===== src/rtl/apb_timer.sv =====
`default_nettype none
// apb_timer: APB down-counter timer with one-shot/periodic modes, sticky expiry flag and level IRQ.
// Optional macro APB_TIMER_PRESCALER_EN adds the programmable prescaler; without it the timer ticks every enabled cycle.
module apb_timer #(
  parameter int ADDR_W = 12,
  parameter int CNT_W  = 32,
  parameter int PRE_W  = 16
) (
  input  logic        apb_clk,
  input  logic        apb_reset,
  input  logic [31:0] PADDR,
  input  logic        PSEL,
  input  logic        PENABLE,
  input  logic        PWRITE,
  input  logic [31:0] PWDATA,
  output logic [31:0] PRDATA,
  output logic        PREADY,
  output logic        PSLVERR,
  output logic        timer_irq
);

  localparam logic [ADDR_W-1:0] OFF_CTRL   = ADDR_W'(32'h00);
  localparam logic [ADDR_W-1:0] OFF_LOAD   = ADDR_W'(32'h04);
  localparam logic [ADDR_W-1:0] OFF_VALUE  = ADDR_W'(32'h08);
  localparam logic [ADDR_W-1:0] OFF_PRE    = ADDR_W'(32'h0C);
  localparam logic [ADDR_W-1:0] OFF_STATUS = ADDR_W'(32'h10);

  logic [ADDR_W-1:0] offset;
  logic              access, bad, wr_en, rd_en;
  logic              hit_ctrl, hit_load, hit_value, hit_pre, hit_status;
  logic              en, periodic, irq_en, expired, irq_q;
  logic [CNT_W-1:0]  load, value;
  logic              tick, expire;
  logic [31:0]       rdata;
  logic              unused_paddr;

  assign offset     = PADDR[ADDR_W-1:0];
  assign access     = PSEL & PENABLE & ~apb_reset;
  assign hit_ctrl   = (offset == OFF_CTRL);
  assign hit_load   = (offset == OFF_LOAD);
  assign hit_value  = (offset == OFF_VALUE);
  assign hit_pre    = (offset == OFF_PRE);
  assign hit_status = (offset == OFF_STATUS);

  // Exact offset matching also rejects misaligned addresses.
  assign bad   = ~(hit_ctrl | hit_load | hit_value | hit_pre | hit_status) | (PWRITE & hit_value);
  assign wr_en = access & PWRITE & ~bad;
  assign rd_en = access & ~PWRITE & ~bad;

  assign unused_paddr = ^PADDR[31:ADDR_W];

`ifdef APB_TIMER_PRESCALER_EN
  logic [PRE_W-1:0] prescale, pcnt;

  assign tick = en & (pcnt == prescale);

  always_ff @(posedge apb_clk) begin
    if (apb_reset) begin
      prescale <= '0;
      pcnt     <= '0;
    end else begin
      if ((wr_en & hit_load) | (wr_en & hit_ctrl & PWDATA[0] & ~en))
        pcnt <= '0;
      else if (en)
        pcnt <= tick ? '0 : pcnt + PRE_W'(1);
      if (wr_en & hit_pre)
        prescale <= PWDATA[PRE_W-1:0];
    end
  end
`else
  logic [PRE_W-1:0] unused_pre;

  assign unused_pre = PWDATA[PRE_W-1:0];
  assign tick       = en;
`endif

  assign expire = tick & (value == '0);

  always_ff @(posedge apb_clk) begin
    if (apb_reset) begin
      en       <= 1'b0;
      periodic <= 1'b0;
      irq_en   <= 1'b0;
      load     <= '0;
      value    <= '0;
      expired  <= 1'b0;
      irq_q    <= 1'b0;
    end else begin
      if (wr_en & hit_load)
        value <= PWDATA[CNT_W-1:0];
      else if (tick && value != '0)
        value <= value - CNT_W'(1);
      else if (expire && periodic)
        value <= load;

      if (wr_en & hit_load)
        load <= PWDATA[CNT_W-1:0];

      if (wr_en & hit_ctrl) begin
        en       <= PWDATA[0];
        periodic <= PWDATA[1];
        irq_en   <= PWDATA[2];
      end else if (expire & ~periodic) begin
        en <= 1'b0;
      end

      // A simultaneous expiry outranks the write-1-to-clear.
      if (expire)
        expired <= 1'b1;
      else if (wr_en & hit_status & PWDATA[0])
        expired <= 1'b0;

      irq_q <= expired & irq_en;
    end
  end

  always_comb begin
    rdata = '0;
    if (rd_en) begin
      if (hit_ctrl)
        rdata[2:0] = {irq_en, periodic, en};
      else if (hit_load)
        rdata[CNT_W-1:0] = load;
      else if (hit_value)
        rdata[CNT_W-1:0] = value;
      else if (hit_status)
        rdata[0] = expired;
`ifdef APB_TIMER_PRESCALER_EN
      else if (hit_pre)
        rdata[PRE_W-1:0] = prescale;
`endif
    end
  end

  assign PRDATA    = rdata;
  assign PREADY    = access;
  assign PSLVERR   = access & bad;
  assign timer_irq = irq_q;

endmodule
`default_nettype wire


===== config.mk =====
export PLATFORM = sky130hd
export DESIGN_NAME = apb_timer
export DESIGN_NICKNAME = d
export VERILOG_FILES = /design/src/rtl/apb_timer.sv
export SDC_FILE = /design/constraint.sdc
export NUM_CORES = 1
export LEC_CHECK = 0
export BUFFER_PORTS_ARGS = -buffer_cell sky130_fd_sc_hd__buf_2
export CELL_PAD_IN_SITES_DETAIL_PLACEMENT = 0
export CELL_PAD_IN_SITES_GLOBAL_PLACEMENT = 1
export CORE_ASPECT_RATIO = 1.2
export CORE_MARGIN = 10
export CORE_UTILIZATION = 41
export DETAILED_ROUTE_END_ITERATION = 16
export PLACE_DENSITY_LB_ADDON = 0.12
export SYNTH_ARGS = -nofsm -noshare
export SYNTH_HDL_FRONTEND = slang
export SYNTH_SLANG_ARGS = --single-unit

===== constraint.sdc =====
create_clock -name apb_clk -period 6.79 [get_ports apb_clk]
set_input_delay 1.0185 -clock apb_clk [delete_from_list [all_inputs] [get_ports apb_clk]]
set_output_delay 1.0185 -clock apb_clk [all_outputs]
set_load 0.1 [all_outputs]

==> results of run 1 <==
[sequential cells by signal, indices dropped and copies added, names as in the netlist]
name       count
periodic       1
value         32
timer_irq      1
irq_en         1
en             1
expired        1
load          32
[cell families after synthesis]
group / count (synthesis) / share of synthesized area (%)
muxes: 9 / 2.15
xor gates and xnor gates: 13 / 2.65
AOI/OAI and AO/OA: 170 / 25.7
DFF: 69 / 32.1
buffers and inverters: 62 / 6.28
and+or+nand+nor: 276 / 30.5
adders and majority gates: 2 / 0.582
[final timing paths]
| kind | endpoint | slack (ps) | cells after the start |
|---|---|---|---|
| worst min-delay path | load[7] | 460 | 2 |
| worst min register to register | load[7] | 460 | 2 |
| worst max-delay path | PRDATA[19] | 2070 | 8 |
| worst max register to register | value[16] | 3440 | 7 |
[metrics by stage]
step / setup slack [ps] / hold slack (ps) / total power (W)
global placement: 2070 / 454 / 0.000448
detailed placement: 2050 / 456 / 0.000448
global route: 1770 / 486 / 0.000991
floorplan: 1740 / 422 / 0.000429
CTS: 2030 / 467 / 0.000967
finish: 2070 / 464 / 0.000960
[cell usage after synthesis (3+ instances only)]
library cell,instances
a22oi_1,29
nand4_1,6
inv_1,8
xor2_1,6
nor4_1,18
nor4b_1,3
nand2_1,91
o21ai_0,27
a21oi_1,58
xnor2_1,7
nand3_1,17
buf_6,3
buf_2,9
o31ai_1,6
o211ai_1,6
nand2b_1,3
nor2_1,72
mux2i_1,7
or4_1,11
nor3_1,17
or3_1,28
clkbuf_1,40
dfxtp_1,69
a211oi_1,20
[critical path, cell delays in order]
cell and delay, ps:
buf_2 100, nor4_1 260, nand3_1 440, nor2_2 810
buf_4 360, a22oi_1 140, nor2_1 120, buf_2 460
[power by group through the flow]
stage | Combinational [W] | Clock (W) | Sequential [W]
2_1_floorplan | 0.0000149 | 0 | 0.000414
3_3_place_gp | 0.0000338 | 0 | 0.000414
3_5_place_dp | 0.0000343 | 0 | 0.000414
4_1_cts | 0.0000344 | 0.000528 | 0.000405
5_1_grt | 0.0000373 | 0.000549 | 0.000405
6_report | 0.0000343 | 0.000521 | 0.000405
[metal layers]
metal	share of wire (%)	routed length [um]	track usage, %	vias up
met5	0	0	0	-
met4	1.2	178	5.51	0
met3	5.7	829	4.19	17
met2	51	7410	33.5	110
met1	43	6250	22.1	2174
li1	-	-	-	2297
[layout make-up]
cell class | instances | area (sq um)
Clock inverter | 6 | 86.3
Multi-Input combinational cell | 470 | 2670
Timing Repair Buffer | 92 | 483
Fill cell | 1082 | 5120
Clock buffer | 10 | 239
Tap cell | 126 | 158
Inverter | 8 | 30.0
Sequential cell | 69 | 1380
==> results.md, run 1 <==
* Yosys cell types at 53
* Vias at 4598
* Clock root cell: clkbuf_16
* Area contributors post-synth: dfxtp_1 32%, nand2_1 7.9%, a21oi_1 6.7%, nor2_1 6.3%, a22oi_1 5.1%
* Crit path arrival time at about 3700 ps
* Final wirelength at 14700 um
* Drt wl/cell at 18.8 um
* Post-CTS setup buffers at 0
* Vias in the first global route at 4632
* Clk buf depth at 2
* Post-CTS resize count at 0
* Placeable core area at 0.0102 sq mm
* Vias per cell at between 5 and 6
* Worst-path clk slew at 60 ps
* CP endpoint kind: primary output
* Post-synth top area share at between 30% and 40%
* FF-to-FF Start: value[8]
* Initial antenna violation count at 0
* Layout Nets at 721
* Post-Place Cells at about 770
* Drc violations at 0
* Crit path launch: PADDR[11]
* PortBufs at 83
* Share of cells above drive strength 1 at a little under a fifth
* Post-route cell area at 0.00504 sq mm
* Largest net degree at the start of global routing at 65
* Min-delay src: load[7]
* Max_cap viols at 0
* Power Internal at 0.000749 W
* CTS tree: yes
* Post-DP HPWL at 9830 um
* Initial Util at 42.3%
* Seq/Total Area, Yosys at 32.1%
* Die footprint at 0.0150 sq mm
* Grt total ovfl at 0
* Ys flop type: dfxtp_1
* Most frequent cells in the layout: 91 x nand2_1, 83 x buf_2, 70 x nor2_1
* Die Wd at 114 um
* P_leak at 1.82 nW
* PwrDens at 190 mW/mm^2
* Critical path startpoint category: primary input
* Post-synth EDFFs at 0
* Final setup fails at 0
* Sw Ratio at 22.0%
* Initial DRC Count at approximately 330
* Synthesized area at 0.00430 sq mm
* First-pass GRT wire length at 23800 um
* Seq cells post-synth at 69
* Hold Violations, Final at 0
* Setup Skew at 6.97 ps
* Num CTS Buffers at 9
* Clock power share at 54.3%
* Area Overhead vs Synth at 17.2%
* Commonest non-fill, non-tap cell in the layout: nand2_1
* Htree depth at 3
* Slew headroom at 24.1%
* RSZ-0062 raised after global routing: false
* Flop pwr share at a little over two fifths
* Die H at 132 um
* CTS Hold Bufs at 0
* Fin util at 49.6%
* Post-DP Area at 0.00472 sq mm
* Switching pwr at 0.000212 W
* Worst vdd ir at 0.102 mV
* DR pass1 iterations at 5
* Final cell count without fillers at about 800
* Yosys warns at 0
* Num ports at between 100 and 150
* Worst slew pin tran at 1130 ps
* Mapped Nets at 672
* Ant. Diodes at 0
* Setup TNS at 0 ps
* FFs w/ async S/R, synth at 0%
* Cell taking the most area after synthesis: dfxtp_1
* Status: finished, final reports clean
* Combinational power share at 3.6%
* Biggest fanout along the worst timing path at 16
* Worst skew pair latency at 340 ps
* Final antenna-violating net count at 0
* Final Cycle Share at 69.5%
* Final min period at around 4700 ps
* GP Congestion at slightly below 0.9
* Rows at 40
* Syn_area_per_cell at 7.16 sq um
* Mapped Cells at 601
* WP data required at 5770 ps
* Total GRT Usage at 19.0%
* Worst Hold Class: flop to flop
* Highest clock rate at 0.212 GHz
* CTS sink count at 69
* Setup CP Type: primary input to primary output
* Max Slew Vio Count at 0
Power figures use the tool's default switching activity.
==> inputs of run 2 (changes only) <==
--- a/config.mk
+++ b/config.mk
@@ -10,7 +10,7 @@
 export CELL_PAD_IN_SITES_GLOBAL_PLACEMENT = 1
 export CORE_ASPECT_RATIO = 1.2
 export CORE_MARGIN = 10
-export CORE_UTILIZATION = 41
+export CORE_UTILIZATION = 38
 export DETAILED_ROUTE_END_ITERATION = 16
 export PLACE_DENSITY_LB_ADDON = 0.12
 export SYNTH_ARGS = -nofsm -noshare
==> constraint.sdc (replaced) <==
create_clock -name apb_clk -period 4.7 [get_ports apb_clk]
set_input_delay 0.705 -clock apb_clk [delete_from_list [all_inputs] [get_ports apb_clk]]
set_output_delay 0.705 -clock apb_clk [all_outputs]
set_load 0.1 [all_outputs]
==> run 2 against run 1 <==
Net effect: power grew 38%; clock skew is essentially flat; clock power grew 33%; setup slack lost 1300 ps; critical path depth is the same; clock-buffer cell count grew 4.
==> results.md, run 2 (synthesis gave the netlist of run 1 again) <==
* Status: finished, final reports clean
* Die Wd at 117 um (+3.2%)
* Initial Util at 39.0% (-3.4 points)
* Max_cap viols at 0 (unchanged)
* Drc violations at 0 (unchanged)
* Final cell count without fillers at 789 (+1.0%)
* First-pass GRT wire length at 24200 um (+2.0%)
* PwrDens at 263 mW/mm^2 (+38%)
* Largest net degree at the start of global routing at 65 (unchanged)
* Worst skew pair latency at 340 ps (about the same)
* Die H at 137 um (+3.3%)
* Largest registers: load x32, value x32
* Worst r2r dst: value[15]
* Layout fillers at 1206 (+11%)
* Total power at 0.00133 W (+38%)
* Biggest fanout along the worst timing path at 16 (unchanged)
* Final wirelength at 14900 um (+1.6%)
* Vias in the first global route at 4734 (+2.2%)
* FF-to-FF Start: value[20]
* Vias per cell at 5.91 (+0.41%)
* R2R cell count at 7 (unchanged)
* Setup Skew at 7.47 ps (+0.499 ps)
* Final setup fails at 0 (unchanged)
* Max Slew Vio Count at 0 (unchanged)
* Final min period at 3940 ps
* Slew headroom at 28.9% (+4.8 points)
* Worst Hold Class: flop to flop
* Setup TNS at 0 ps (unchanged)
* PortBufs at 83 (unchanged)
* Final Cycle Share at ~84%
* CTS Hold Bufs at 0 (unchanged)
* Num ports at 104 (unchanged)
* Area Overhead vs Synth at 17.2% (about the same)
* Setup CP Type: primary input to primary output
* Post-CTS setup buffers at 0 (unchanged)
* CTS sink count at 69 (unchanged)
* Total GRT Usage at 18.8% (-0.22 points)
* Highest clock rate at around 0.25 GHz
* Htree depth at 3 (unchanged)
* DR pass1 iterations at 5 (unchanged)
* P_leak at 1.82 nW (about the same)
* Critical path startpoint category: primary input
* Vias at 4664 (+1.4%)
* Final antenna-violating net count at 0 (unchanged)
* Hold Violations, Final at 0 (unchanged)
* Grt total ovfl at 0 (unchanged)
* Placeable core area at 0.0110 sq mm (+8.6%)
* Post-DP HPWL at 10200 um (+3.9%)
* Die footprint at 0.0160 sq mm (+6.6%)
* Num CTS Buffers at 9 (unchanged)
* CP peak stage delay at 450 ps (-360 ps)
* Layout Nets at 724 (+0.42%)
* Worst slew pin tran at 1060 ps (-71.6 ps)
* CP max-delay cell: nand3_1
* CP endpoint kind: primary output
* Worst vdd ir at 0.160 mV (+58%)
* Post-Place Cells at 774 (+1.2%)
* GP Congestion at 0.869 (-0.67%)
* Clk buf depth at 2 (unchanged)
* RSZ-0062 raised after global routing: false
* Most used cell, CP: buf_2
* Initial antenna violation count at 0 (unchanged)
* Commonest non-fill, non-tap cell in the layout: nand2_1
* Post-CTS resize count at 0 (unchanged)
* Fin util at 45.7% (-4.0 points)
* Initial DRC Count at 302 (-8.8%)
* Clock root cell: clkbuf_16
* CTS tree: yes
* Critical Path End: PRDATA[16]
* Drt wl/cell at 18.9 um (+0.60%)
* Share of cells above drive strength 1 at 18.4% (-0.21 points)
* Crit path arrival time at 3240 ps (-460 ps)
* Crit path launch: PADDR[11]
* Crit path cell chain: buf_2, nor4_1, nand3_1, nor3_1, nand2_1, buf_4, nor2_1, buf_2
* R2r setup slk at 1570 ps (-1870 ps)
* Rows at 42 (+5.0%)
* WP data required at 3990 ps (-1780 ps)
* Worst-path clk slew at 50 ps (about the same)
* Ant. Diodes at 0 (unchanged)
* Most frequent cells in the layout: 91 x nand2_1, 83 x buf_2, 70 x nor2_1
==> run 2: through the flow <==
| stage | hold WS, ps | setup slack (ps) | instance area, sq um |
|---|---|---|---|
| global route | 480 | 518 | 5040 |
| CTS | 458 | 768 | 5040 |
| finish | 454 | 758 | 5040 |
| detailed placement | 449 | 762 | 4750 |
| floorplan | 422 | 276 | 4300 |
| global placement | 447 | 848 | 4750 |
==> run 2: routing by layer <==
layer | share of wire, % | track usage, % | vias up
met5 | 0 | 0 | -
met4 | 1.2 | 5.43 | 0
met3 | 5.5 | 3.64 | 16
met2 | 50 | 32.5 | 128
met1 | 43 | 23.0 | 2224
li1 | - | - | 2296
==> run 2: where the power goes <==
group          leakage (nW)  internal, W  total (W)  switching, W
Combinational          1.12    0.0000188  0.0000498     0.0000310
Sequential            0.555     0.000585   0.000585  0.0000000120
Clock                 0.143     0.000438   0.000691      0.000254
==> run 2: final cells by class <==
type                       count  area [sq um]  share of cell area (%)
clock inverter                 1          30.0                   0.596
multi-input combinational    470          2670                    52.9
timing repair buffer          95           505                    10.0
tap                          132           165                    3.28
clock buffer                  14           264                    5.24
inverter                       8          30.0                   0.596
sequential                    69          1380                    27.4
==> run 2: worst min-delay path by stage <==
stage / startpoint / endpoint / slack [ps] / cells after the start
detailed placement: expired / timer_irq / 450 / 2
floorplan: expired / timer_irq / 420 / 2
global placement: expired / timer_irq / 450 / 2
CTS: expired / timer_irq / 460 / 2
finish: expired / timer_irq / 450 / 2
global route: expired / timer_irq / 480 / 2
==> run 2: worst max-delay path: cells and delay by family <==
family / cells / cell delay (ps)
buffers and inverters: 3 / 910
AND/OR/NAND/NOR: 5 / 1600
==> inputs of run 3 (changes only) <==
--- a/config.mk
+++ b/config.mk
@@ -5,6 +5,7 @@
 export SDC_FILE = /design/constraint.sdc
 export NUM_CORES = 1
 export LEC_CHECK = 0
+export ABC_AREA = 1
 export BUFFER_PORTS_ARGS = -buffer_cell sky130_fd_sc_hd__buf_2
 export CELL_PAD_IN_SITES_DETAIL_PLACEMENT = 0
 export CELL_PAD_IN_SITES_GLOBAL_PLACEMENT = 1
==> constraint.sdc (replaced) <==
create_clock -name apb_clk -period 3.7 [get_ports apb_clk]
set_input_delay 0.555 -clock apb_clk [delete_from_list [all_inputs] [get_ports apb_clk]]
set_output_delay 0.555 -clock apb_clk [all_outputs]
set_load 0.1 [all_outputs]
==> run 3 against run 2 <==
Net effect: highest routed layer unchanged; clock power increased by 17%; combinational power grew 42%; die area is 15% higher; largest power group unchanged; first-iteration DRC count down 4.3%; flip-flop and latch count unchanged; critical path depth increased by 3; critical endpoint is now PRDATA[12].
==> results.md, run 3 <==
* Status: finished, final reports clean
* Sw Ratio at 23.2% (+1.7 points)
* Syn_area_per_cell at 6.05 sq um (-15%)
* Worst Hold Class: primary input to flop
* Setup CP Type: primary input to primary output
* Post-synth EDFFs at 0 (unchanged)
* RSZ-0062 raised after global routing: false
* Top post-synthesis cells by count: 251 x nand2_1, 132 x nor2_1, 69 x dfxtp_1, 69 x inv_1, 58 x nand3_1
* Final min period at 3280 ps
* Final wirelength at 18500 um (+24%)
* Worst-path clk slew at 50 ps (about the same)
* Worst vdd ir at 0.154 mV (-4.0%)
* Synthesized area at 0.00509 sq mm (+18%)
* Die H at 147 um (+7.5%)
* Combinational power share at 4.3% (+0.5 points)
* Worst slew pin tran at 873 ps (-188 ps)
* Vias at 5733 (+23%)
* Hold Violations, Final at 0 (unchanged)
* Post-route cell area at 0.00623 sq mm (+24%)
* Clk buf depth at 2 (unchanged)
* Share of cells above drive strength 1 at 16.4% (-2.0 points)
* Initial DRC Count at 289 (-4.3%)
* Biggest fanout along the worst timing path at 29 (+13)
* Seq cells post-synth at 69 (unchanged)
* Initial Util at 38.6% (-0.36 points)
* Max Slew Vio Count at 0 (unchanged)
* Flop pwr share at 45.7% (+1.6 points)
* Post-CTS resize count at 0 (unchanged)
* CTS Hold Bufs at 0 (unchanged)
* Post-DP HPWL at 13400 um (+31%)
* PortBufs at 83 (unchanged)
* Rows at 46 (+9.5%)
* Highest clock rate at about 0.30 GHz
* Dpl ws at 416 ps (-346 ps)
* Most frequent cell after synthesis: nand2_1
* Switching pwr at 0.000377 W (+32%)
* Vias per cell at 5.35 (-9.5%)
* Yosys warns at 0 (unchanged)
* FFs w/ async S/R, synth at 0% (unchanged)
* Post-DP Area at 0.00596 sq mm (+26%)
* Max_cap viols at 0 (unchanged)
* Largest registers: load x32, value x32
* Yosys cell types at 32 (-40%)
* Area Overhead vs Synth at 22.4%
* R2R cell count at 10 (+3)
* Slew headroom at 41.7% (+13 points)
* CTS sink count at 69 (unchanged)
* Setup Skew at 7.72 ps (+0.248 ps)
* Mapped Cells at 841 (+40%)
* Die Wd at 126 um (+7.3%)
* Final antenna-violating net count at 0 (unchanged)
* Ant. Diodes at 0 (unchanged)
* Die footprint at 0.0184 sq mm (+15%)
* Seq/Total Area, Yosys at 27.1% (-5.0 points)
* Num CTS Buffers at 9 (unchanged)
* DR pass1 iterations at 6 (+1)
* Fin util at 47.3% (+1.6 points)
* FF-to-FF Start: value[17]
* Critical path startpoint category: primary input
* Cell taking the most area after synthesis: dfxtp_1
* Final Cycle Share at 88.7%
* Layout Nets at 972 (+34%)
* Num ports at 104 (unchanged)
* Largest net degree at the start of global routing at 38 (-42%)
* Clock power share at 49.9% (-2.2 points)
* Placeable core area at 0.0132 sq mm (+19%)
* CTS tree: yes
* Area contributors post-synth: dfxtp_1 27%, nand2_1 19%, nor2_1 9.7%, nand3_1 5.7%, inv_1 5.1%
* Crit path arrival time at 2730 ps (-510 ps)
* R2r setup slk at 1250 ps (-320 ps)
* Clock root cell: clkbuf_16
* Worst Hold End: irq_en
* Setup TNS at 0 ps (unchanged)
* GP Congestion at 0.960 (+11%)
* Htree depth at 3 (unchanged)
* Post-CTS setup buffers at 0 (unchanged)
* Most frequent cells in the layout: 251 x nand2_1, 132 x nor2_1, 69 x inv_1, 69 x dfxtp_1, 58 x nand3_1
* CP endpoint kind: primary output
* Commonest non-fill, non-tap cell in the layout: nand2_1
* Vias in the first global route at 5664 (+20%)
* Power Internal at 0.00125 W (+20%)
* Ys flop type: dfxtp_1
* Final setup fails at 0 (unchanged)
* P_leak at 2.96 nW (+62%)
* Total GRT Usage at 19.6% (+0.82 points)
* Drt wl/cell at 17.2 um (-8.8%)
* Drc violations at 0 (unchanged)
* Worst r2r dst: value[5]
* Total power at 0.00163 W (+23%)
* Worst skew pair latency at 350 ps (about the same)
* Post-synth top area share at 27.1% (-5.0 points)
* Initial antenna violation count at 0 (unchanged)
* PwrDens at 261 mW/mm^2 (-0.82%)
* WP data required at 3140 ps (-850 ps)
* Hold path depth at 3 (+1)
* Layout fillers at 1399 (+16%)
* Final setup margin at 418 ps (-340 ps)
* Min-delay src: PWDATA[2]
* Crit path launch: PADDR[8]
* Mapped Nets at 912 (+36%)
* Grt total ovfl at 0 (unchanged)
* First-pass GRT wire length at 29600 um (+22%)
run 3: layer usage:
| metal | vias up | wire [um] | global-route usage, % |
|---|---|---|---|
| met1 | 2682 | 7900 | 22.8 |
| li1 | 2871 | - | - |
| met5 | - | 0 | 0 |
| met2 | 148 | 9320 | 34.4 |
| met3 | 32 | 842 | 3.35 |
| met4 | 0 | 414 | 8.54 |
run 3: metrics by stage:
step                      hold slack, ps  cells
after floorplan                      423    841
after global placement               465   1058
after detailed placement             471   1058
after CTS                            468   1072
after global routing                 484   1072
final                                476   1072
run 3: cell type report:
type	count	area, sq um	area share (%)
tap	168	210	3.37
sequential	69	1380	22.2
inverter	76	298	4.78
timing repair buffer	94	933	15.0
clock buffer	12	256	4.12
clock inverter	2	10.0	0.161
multi-input combinational	651	3140	50.4
run 3: kinds of logic after synthesis:
kind of cell | Yosys count | share of synthesized area (%)
simple gates | 514 | 44.8
compound gates | 125 | 14.7
buf+inv | 121 | 11.2
flops | 69 | 27.1
xor+xnor | 10 | 1.72
fa+ha+maj | 2 | 0.492
run 3: worst max-delay path by stage:
stage | to | slack (ps)
after floorplan | PRDATA[2] | 30
after global placement | PRDATA[19] | 470
after detailed placement | PRDATA[6] | 420
after CTS | PRDATA[6] | 410
after global routing | PRDATA[12] | 240
final | PRDATA[12] | 420
run 3: power groups by stage:
stage / Combinational, W / Clock (W) / Sequential, W
after floorplan: 0.0000333 / 0 / 0.000759
after global placement: 0.0000701 / 0 / 0.000759
after detailed placement: 0.0000708 / 0 / 0.000759
after CTS: 0.0000709 / 0.000828 / 0.000743
after global routing: 0.0000779 / 0.000851 / 0.000743
final: 0.0000706 / 0.000811 / 0.000743
run 3: worst max-delay path, cell delays in order:
cell,delay [ps]
buf_2,100
nor2_1,140
nand2_1,100
nor2_1,120
nand2_2,100
nand2_1,90
nor2_2,60
nor2_8,100
nand3_2,660
nor2_1,460
buf_12,220
